File: src/rtl/idli_seq_m_pkg.sv
// Shared types for the nibble-serial sequencer: sync counter, register index and period kind.
package idli_seq_m_pkg;

    typedef logic [1:0] ctr_t;
    typedef logic [3:0] reg_t;

    typedef enum logic [1:0] {
        SEQ_KIND_BUBBLE = 2'd0,
        SEQ_KIND_INSN   = 2'd1,
        SEQ_KIND_IMM    = 2'd2,
        SEQ_KIND_MEM    = 2'd3
    } seq_kind_t;

    localparam ctr_t CTR_FIRST = 2'd0;
    localparam ctr_t CTR_LAST  = 2'd3;

endpackage

File: src/rtl/idli_seq_m_if.sv
// Decode-facing bundle of the period sequencer; slave is the sequencer, master the decode/execute side.
interface idli_seq_m_if
    import idli_seq_m_pkg::*;
();

    logic      i_sq_stall;
    logic      i_sq_rhs_sqi;
    logic      i_sq_mem;
    reg_t      i_sq_mem_first;
    reg_t      i_sq_mem_last;
    logic      i_sq_skip;

    ctr_t      o_sq_ctr;
    seq_kind_t o_sq_kind;
    logic      o_sq_enc_vld;
    logic      o_sq_imm_vld;
    logic      o_sq_mem_vld;
    reg_t      o_sq_mem_reg;
    logic      o_sq_pc_inc;

    modport slave (
        input  i_sq_stall, i_sq_rhs_sqi, i_sq_mem, i_sq_mem_first, i_sq_mem_last, i_sq_skip,
        output o_sq_ctr, o_sq_kind, o_sq_enc_vld, o_sq_imm_vld, o_sq_mem_vld, o_sq_mem_reg, o_sq_pc_inc
    );

    modport master (
        output i_sq_stall, i_sq_rhs_sqi, i_sq_mem, i_sq_mem_first, i_sq_mem_last, i_sq_skip,
        input  o_sq_ctr, o_sq_kind, o_sq_enc_vld, o_sq_imm_vld, o_sq_mem_vld, o_sq_mem_reg, o_sq_pc_inc
    );

endinterface

File: src/rtl/idli_seq_m.sv
// 4-GCK period sequencer: classifies each bus period and walks memory register beats.
// Optional feature macro IDLI_SEQ_SKIP_EN: a failed condition suppresses memory beats.
module idli_seq_m
    import idli_seq_m_pkg::*;
(
    input  logic          i_sq_gck,
    input  logic          i_sq_rst,
    idli_seq_m_if.slave   sq
);

    ctr_t      ctr_q,     ctr_d;
    seq_kind_t kind_q,    kind_d;
    reg_t      mem_reg_q, mem_reg_d;
    reg_t      first_q,   first_d;
    reg_t      last_q,    last_d;
    logic      pend_q,    pend_d;
    logic      new_q,     new_d;

    logic      mem_eff_s;
    logic      resolve_s;
    logic      boundary_s;
    seq_kind_t dec_kind_s;
    seq_kind_t kind_s;

`ifdef IDLI_SEQ_SKIP_EN
    assign mem_eff_s = sq.i_sq_mem & ~sq.i_sq_skip;
`else
    logic unused_skip_s;
    assign mem_eff_s     = sq.i_sq_mem;
    assign unused_skip_s = sq.i_sq_skip;
`endif

    assign resolve_s  = new_q & (ctr_q == CTR_FIRST);
    assign boundary_s = (ctr_q == CTR_LAST) & ~sq.i_sq_stall;

    // Period-kind resolution from decode and the visible kind for this cycle.
    always_comb begin
        dec_kind_s = SEQ_KIND_INSN;
        if (sq.i_sq_rhs_sqi) begin
            dec_kind_s = SEQ_KIND_IMM;
        end else if (mem_eff_s) begin
            dec_kind_s = SEQ_KIND_MEM;
        end else begin
            dec_kind_s = SEQ_KIND_INSN;
        end
        kind_s = resolve_s ? dec_kind_s : kind_q;
    end

    // Next-state logic: ctr==0 decode resolution and ctr==3 period transitions.
    always_comb begin
        ctr_d     = ctr_q + 2'd1;
        kind_d    = kind_s;
        mem_reg_d = mem_reg_q;
        first_d   = first_q;
        last_d    = last_q;
        pend_d    = pend_q;
        new_d     = new_q;

        if (resolve_s) begin
            new_d   = 1'b0;
            first_d = sq.i_sq_mem_first;
            last_d  = sq.i_sq_mem_last;
            case (dec_kind_s)
                SEQ_KIND_IMM: pend_d = mem_eff_s;
                SEQ_KIND_MEM: begin
                    mem_reg_d = sq.i_sq_mem_first;
                    pend_d    = 1'b0;
                end
                default:      pend_d = 1'b0;
            endcase
        end else begin
            new_d = new_q;
        end

        // A stalled boundary leaves kind, beat and new_q untouched so the period repeats.
        if (boundary_s) begin
            case (kind_q)
                SEQ_KIND_BUBBLE: kind_d = SEQ_KIND_INSN;
                SEQ_KIND_INSN:   new_d  = 1'b1;
                SEQ_KIND_IMM: begin
                    if (pend_q) begin
                        kind_d    = SEQ_KIND_MEM;
                        mem_reg_d = first_q;
                        pend_d    = 1'b0;
                    end else begin
                        kind_d    = SEQ_KIND_INSN;
                    end
                end
                SEQ_KIND_MEM: begin
                    if (mem_reg_q == last_q) begin
                        kind_d    = SEQ_KIND_INSN;
                    end else begin
                        mem_reg_d = mem_reg_q + 4'd1;
                    end
                end
                default:         kind_d = SEQ_KIND_BUBBLE;
            endcase
        end else begin
            kind_d = kind_s;
        end
    end

    // Sequencer state registers with synchronous reset.
    always_ff @(posedge i_sq_gck) begin
        if (i_sq_rst) begin
            ctr_q     <= 2'd0;
            kind_q    <= SEQ_KIND_BUBBLE;
            mem_reg_q <= 4'd0;
            first_q   <= 4'd0;
            last_q    <= 4'd0;
            pend_q    <= 1'b0;
            new_q     <= 1'b0;
        end else begin
            ctr_q     <= ctr_d;
            kind_q    <= kind_d;
            mem_reg_q <= mem_reg_d;
            first_q   <= first_d;
            last_q    <= last_d;
            pend_q    <= pend_d;
            new_q     <= new_d;
        end
    end

    // Output strobes derived from the registered state and the boundary stall.
    always_comb begin
        sq.o_sq_ctr     = ctr_q;
        sq.o_sq_kind    = kind_s;
        sq.o_sq_imm_vld = (kind_s == SEQ_KIND_IMM);
        sq.o_sq_mem_vld = (kind_s == SEQ_KIND_MEM);
        sq.o_sq_enc_vld = (kind_s == SEQ_KIND_INSN) & boundary_s;
        sq.o_sq_pc_inc  = ((kind_s == SEQ_KIND_INSN) | (kind_s == SEQ_KIND_IMM)) & boundary_s;
        if (resolve_s && (dec_kind_s == SEQ_KIND_MEM)) begin
            sq.o_sq_mem_reg = sq.i_sq_mem_first;
        end else begin
            sq.o_sq_mem_reg = mem_reg_q;
        end
    end

endmodule
File: src/flat_wrapper.sv
// flat-port wrapper written by rule: the top's interface ports become plain ports
module idli_seq_m_flat import idli_seq_m_pkg::*;
  (i_sq_gck, i_sq_rst, sq_i_sq_stall, sq_i_sq_rhs_sqi, sq_i_sq_mem, sq_i_sq_mem_first, sq_i_sq_mem_last, sq_i_sq_skip, sq_o_sq_ctr, sq_o_sq_kind, sq_o_sq_enc_vld, sq_o_sq_imm_vld, sq_o_sq_mem_vld, sq_o_sq_mem_reg, sq_o_sq_pc_inc);
  idli_seq_m_if sq_i ();
  input  logic i_sq_gck;
  input  logic i_sq_rst;
  input wire logic [$bits(sq_i.i_sq_stall)-1:0] sq_i_sq_stall;
  input wire logic [$bits(sq_i.i_sq_rhs_sqi)-1:0] sq_i_sq_rhs_sqi;
  input wire logic [$bits(sq_i.i_sq_mem)-1:0] sq_i_sq_mem;
  input wire logic [$bits(sq_i.i_sq_mem_first)-1:0] sq_i_sq_mem_first;
  input wire logic [$bits(sq_i.i_sq_mem_last)-1:0] sq_i_sq_mem_last;
  input wire logic [$bits(sq_i.i_sq_skip)-1:0] sq_i_sq_skip;
  output wire logic [$bits(sq_i.o_sq_ctr)-1:0] sq_o_sq_ctr;
  output wire logic [$bits(sq_i.o_sq_kind)-1:0] sq_o_sq_kind;
  output wire logic [$bits(sq_i.o_sq_enc_vld)-1:0] sq_o_sq_enc_vld;
  output wire logic [$bits(sq_i.o_sq_imm_vld)-1:0] sq_o_sq_imm_vld;
  output wire logic [$bits(sq_i.o_sq_mem_vld)-1:0] sq_o_sq_mem_vld;
  output wire logic [$bits(sq_i.o_sq_mem_reg)-1:0] sq_o_sq_mem_reg;
  output wire logic [$bits(sq_i.o_sq_pc_inc)-1:0] sq_o_sq_pc_inc;
  assign sq_i.i_sq_stall = sq_i_sq_stall;
  assign sq_i.i_sq_rhs_sqi = sq_i_sq_rhs_sqi;
  assign sq_i.i_sq_mem = sq_i_sq_mem;
  assign sq_i.i_sq_mem_first = sq_i_sq_mem_first;
  assign sq_i.i_sq_mem_last = sq_i_sq_mem_last;
  assign sq_i.i_sq_skip = sq_i_sq_skip;
  assign sq_o_sq_ctr = sq_i.o_sq_ctr;
  assign sq_o_sq_kind = sq_i.o_sq_kind;
  assign sq_o_sq_enc_vld = sq_i.o_sq_enc_vld;
  assign sq_o_sq_imm_vld = sq_i.o_sq_imm_vld;
  assign sq_o_sq_mem_vld = sq_i.o_sq_mem_vld;
  assign sq_o_sq_mem_reg = sq_i.o_sq_mem_reg;
  assign sq_o_sq_pc_inc = sq_i.o_sq_pc_inc;
  idli_seq_m u_core (.i_sq_gck(i_sq_gck), .i_sq_rst(i_sq_rst), .sq(sq_i));
endmodule
File: config.mk
export PLATFORM = sky130hd
export DESIGN_NAME = idli_seq_m_flat
export DESIGN_NICKNAME = d
export VERILOG_FILES = /design/src/rtl/idli_seq_m_pkg.sv /design/src/rtl/idli_seq_m_if.sv /design/src/rtl/idli_seq_m.sv /design/src/flat_wrapper.sv
export SDC_FILE = /design/constraint.sdc
export NUM_CORES = 1
export LEC_CHECK = 0
export CAP_MARGIN = 10
export CORE_MARGIN = 3
export CORE_UTILIZATION = 50
export CTS_BUF_LIST = sky130_fd_sc_hd__clkbuf_4 sky130_fd_sc_hd__clkbuf_8
export DETAILED_ROUTE_END_ITERATION = 12
export GPL_ROUTABILITY_DRIVEN = 1
export HOLD_SLACK_MARGIN = 0.05
export PLACE_DENSITY = 0.82
export RECOVER_POWER = 100
export SYNTH_ARGS = -nofsm -noshare
export SYNTH_HDL_FRONTEND = slang
export SYNTH_SLANG_ARGS = --single-unit
File: constraint.sdc
create_clock -name i_sq_gck -period 2.31 [get_ports i_sq_gck]
set_clock_uncertainty 0.15 [all_clocks]
set_input_delay 0.462 -clock i_sq_gck [delete_from_list [all_inputs] [get_ports i_sq_gck]]
set_output_delay 0.462 -clock i_sq_gck [all_outputs]
set_load 0.05 [all_outputs]
* After elaboration in Yosys (flattened, before gate mapping) *
Cells that the tools add are included.

operators by class
  bitwise logic cells = 6
  multiplexer cells = 22
  add/subtract/negate cells = 2
  divide/modulo/power cells = 0
  equality and inequality tests = 10
  reductions and logical operators = 3
  magnitude comparators = 0
  multipliers = 0
  shift operators = 0

operator list
  kind                                                 count
  2-to-1 mux 4 bit                                     6
  equality test 2 bit, second input constant           7
  2-to-1 mux 2 bit                                     6
  2-to-1 mux 1 bit                                     8
  one-hot mux 4 bit (2 select lines)                   1
  one-hot mux 2 bit (3 select lines)                   1
  adder 4 x 1 -> 4 bit, second input constant          1
  AND 1 bit                                            4
  equality test 2 x 1 -> 1 bit, second input constant  2
  equality test 4 bit                                  1
  logical NOT 2 bit                                    2
  adder 2 x 1 -> 2 bit, second input constant          1
  logical AND 1 bit                                    1
  inverter 1 bit                                       1
  OR 1 bit                                             1

word-level totals
  bits in latches = 0
  logic and storage cells = 50
  memory bits (writable) = 0
  memories kept = 0
  memory bits (read-only) = 0
  bits in registers = 18

* Longest topological paths before layout *
  word-level depth = 8
  gate-level depth with buffers = 8

* Worst setup path before layout *
No wires, ideal clock.

  path kind = reg-to-output
  start point = reg u_core.ctr_q[0] (netlist: u_core.sq.o_sq_ctr[0])
  end point = out sq_o_sq_enc_vld
  buffers on the path = 0
  cell stages (with the launch flop) = 7
  slack = -1.201 ns
  data arrival time = 2.899 ns
  required time = 1.698 ns
  cell sequence = dfxtp_1 -> inv_1 -> ha_1 -> nand2_1 -> o21ai_0 -> ha_1 -> and2_1

on the way
  longest elaborated chain between the ends = 5

ends and longest elaborated chain
  what                          line                text
  start: declaration            idli_seq_m.sv:11    ctr_t ctr_q, ctr_d;
  start signal: assignment      idli_seq_m.sv:114   ctr_q <= ctr_d;
  logical NOT 2 bit             idli_seq_m.sv:33    assign resolve_s = new_q & (ctr_q == CTR_FIRST);
  AND 1 bit                     idli_seq_m.sv:33
  2-to-1 mux 2 bit              idli_seq_m.sv:46    kind_s = resolve_s ? dec_kind_s : kind_q;
  net sq_o_sq_kind[0]           flat_wrapper.sv:14  output wire logic [$bits(sq_i.o_sq_kind)-1:0] sq_o_sq_kind;
  equality test 2 x 1 -> 1 bit  idli_seq_m.sv:130   sq.o_sq_enc_vld = (kind_s == SEQ_KIND_INSN) & boundary_s;
  AND 1 bit                     idli_seq_m.sv:130
  end: declaration              flat_wrapper.sv:15  output wire logic [$bits(sq_i.o_sq_enc_vld)-1:0] sq_o_sq_enc_vld;

The timed path passes the listed nets, and every way through them passes these cells.

* Worst setup path after layout *
  start point = reg u_core.ctr_q[1] (netlist: u_core.sq.o_sq_ctr[1])
  end point = out sq_o_sq_enc_vld

on the way
  longest elaborated chain between the ends = 5

ends and longest elaborated chain
  what                          line
  logical NOT 2 bit             idli_seq_m.sv:33
  AND 1 bit                     idli_seq_m.sv:33
  2-to-1 mux 2 bit              idli_seq_m.sv:46
  equality test 2 x 1 -> 1 bit  idli_seq_m.sv:130
  AND 1 bit (*)                 idli_seq_m.sv:130

Every way passes the cells marked *; elsewhere a longest branch is shown, timed or not.

==> impl_results.md <==
- Width of the die: 50.8 um
- Worst Setup Start Kind: flip-flop
- Final wirelength: 4.78 mm
- Maximum number of pins on one net before global-route repair: 11
- # DRC: 0
- Clk pwr share: 0.339
- WS Path Type: flip-flop to output pin
- Overall global routing resource usage: 0.353
- Worst-path clk slew: 0.13 ns
- First-pass GRT wire length: 6.51 mm
- CTS buffer count: 3
- Met3 WL: 465 um
- Lkg Pwr: 0.722 nW
- Comb pwr share: 0.179
- Wire length on met1: 1.67 mm
- FF-to-FF path depth: 7
- Hold_sp: u_core.first_q[2]
- Peak VDD IR: 0.375 mV
- Avg Vias per Cell: 6.41
- Dpl cells: 180
- Ant diodes: 0
- Register share of total power: 0.483
- FMAX: 408 MHz
- Fillers: 45
- RSZ-0062 raised after global routing: true
- Worst-path fanout max: 6
- Sw Ratio: 0.294
- Crit path DAT: 1.84 ns
- Global route total overflow: 0
- Slack of the critical path: -0.138 ns
- Crit path capture type: output pin
- Critical Path RT: 1.70 ns
- Failing checks: negative setup slack
- # hold bufs at CTS: 0
- Wire per inst: 24.3 um
- Commonest cells post-synth: nand2_1 (21), dfxtp_1 (18), inv_1 (12)
- Pwr Total: 662 uW
- Ys flop type: dfxtp_1
- Worst-Margin Slew: 0.514 ns
- DR vias: 1263
- Post-DP HPWL: 2.06 mm
- Compound-Gate Fraction of Synth Area: 0.154
- Antenna violations before repair: 0
- Total of max-cap violations: 0
- Post-Synth Simple-Gate Area: 0.242
- Synth Net Count: 142
- Int Power: 467 uW
- Area grow syn2layout: 71.7%
- Reg2Reg Setup Slack: 0.32 ns
- Full die area: 2580 um2
- #FFs+latches synth: 18
- NetSw: 195 uW
- Vias in the first global route: 1233
- Final setup violation count: 8
- Max Slew Vio Count: 0
- Async S/R FF share, synth: 0
- Critical R2R Launch: u_core.new_q
- Distinct cells, synth: 34
- Mux cell area share after synthesis: 0.0400
- Initial core utilization: 0.556
- Cell count after synthesis: 122
- Max Used Layer: met4
- Root Driver: clkbuf_4
- Synthesis Warnings: 0
- Average cell area after synthesis: 8.21 um2
- Post-synthesis sequential area ratio: 0.360
- GP Congestion: 0.850
- Slew HR: 0.656
- CTS max path bufs: 2
- Synth top area share: 0.360
- Yosys top cell by area: dfxtp_1
- Post-synthesis xor/xnor area fraction: 0.0599
- H-Tree Depth: 1
- CTS Sinks: 18
- Drt pass-1 iters: 5
- Final worst-path cycle share: 1.06
- I/O pins: 26
- CORE AREA: 1800 um2
- Die H: 50.8 um
- Status: complete, but fails checks
- Post-Route Utilization: 0.955
- Syn Std Cell Area: 1000 um2
- Worst skew pair latency: 0.33 ns
- Critical Path End: sq_o_sq_enc_vld
- Power per cell area: 385 nW/um2
- Synth Area in Adders: 0.0749
- Crit path launch: u_core.sq.o_sq_ctr[1]
- Post-DRT Antenna Nets: 0
- Nets: 193
- Final Hold Viols: 0
- Worst hold path type: flip-flop to flip-flop
- Main combinational cell family by area after synthesis: simple AND/OR/NAND/NOR gates
- CTS tree: yes
- Post-Layout Cell Count: 197
- Count leader, synth: nand2_1
- Met2 wire length: 2.25 mm
- Layout cell share with drive strength beyond 1: 0.413
- Row count: 15
- Tmin final: 2.45 ns
- Input/output buffers: 24
- Reg2Reg Capture Point: u_core.mem_reg_q[0]
- EDFF count, synth: 0
- Initial DRC Count: 79
- Synth top area cells: dfxtp_1 (36%), nand2_1 (7.9%), ha_1 (7.5%)
==> worst max-delay path, cell delays in order, from the launching register on <==
cell	delay (ns)
dfxtp_4	0.39
inv_2	0.04
ha_4	0.18
nand2_8	0.11
nor2_4	0.05
a21o_4	0.20
inv_1	0.08
ha_2	0.17
and2_4	0.15
buf_12	0.13
==> cell type report <==
cell class	instances	area, um2	share of cell area
Multi-Input combinational cell	87	699	0.407
Timing Repair Buffer	51	541	0.314
Sequential cell	18	368	0.214
Inverter	12	45.0	0.0262
Clock buffer	4	36.3	0.0211
Tap cell	25	31.3	0.0182
==> metal layers <==
metal,global-route usage,vias to the layer above
met2,0.635,119
met3,0.0653,52
met5,0,-
li1,-,509
met1,0.400,583
met4,0.157,0
==> cells in the final DEF (no fill, tap or decap), types with 2 or more instances in the layout <==
cell type,count
clkdlybuf4s50_1,12
ha_1,2
inv_2,6
xnor2_1,3
dfxtp_4,2
ha_4,3
nand2b_1,2
nand3_1,2
dlygate4sd2_1,2
nor2b_1,2
buf_12,10
clkbuf_4,3
and2_4,3
a21oi_1,9
inv_1,6
nor3_1,4
xor2_1,2
dfxtp_1,16
nand3b_4,2
nor2_1,7
mux2i_2,3
buf_4,27
o221ai_1,3
nand2_1,19
==> worst min-delay path by stage <==
| stage | slack (ns) | cells after the start | end |
|---|---|---|---|
| detailed placement | 0.27 | 1 | u_core.sq.o_sq_ctr[0] |
| global route | 0.36 | 2 | u_core.first_q[2] |
| finish | 0.34 | 2 | u_core.first_q[2] |
| global placement | 0.27 | 1 | u_core.sq.o_sq_ctr[0] |
| CTS | 0.31 | 2 | u_core.first_q[2] |
| floorplan | 0.28 | 2 | u_core.mem_reg_q[0] |
==> flip-flops by register name, summed over array words and instances (netlist names) <==
register / flops
u_core.pend_q: 1
u_core.sq.o_sq_ctr: 2
u_core.mem_reg_q: 4
u_core.last_q: 4
u_core.kind_q: 2
u_core.new_q: 1
u_core.first_q: 4
==> kinds of logic (layout without fill, tap and decap cells) <==
group                    count (synthesis)  after routing
AO/OA/AOI/OAI                           23             23
XOR/XNOR                                 6              6
adder cells (fa/ha/maj)                  6              6
buffers and inverters                   17             67
flip-flops                              18             18
multiplexers                             4              4
AND/OR/NAND/NOR                         48             48
==> what timing repair did <==
action,4_1_cts,5_1_grt
resized for setup,12,12
pin swaps,5,1
setup buffers,9,4
endpoints found under the setup margin,9,8
==> power by group through the flow <==
stage               Sequential, mW  Combinational [mW]  Clock (mW)
floorplan                    0.335              0.0279           0
global placement             0.325              0.0799           0
detailed placement           0.326              0.0832           0
CTS                          0.318               0.101       0.201
global route                 0.320               0.121       0.232
finish                       0.319               0.118       0.224
==> through the flow <==
step                      setup WS, ns  hold slack, ns  cell area, um2  TNS, ns
after floorplan                 0.0177           0.282            1060        0
after global placement          -0.114           0.269            1510   -0.301
after detailed placement        -0.127           0.272            1510   -0.421
after CTS                      -0.0405           0.313            1650  -0.0623
after global routing            -0.175           0.362            1720   -0.824
final                           -0.138           0.337            1720   -0.557
No activity file was read; power rests on OpenSTA's default activity.
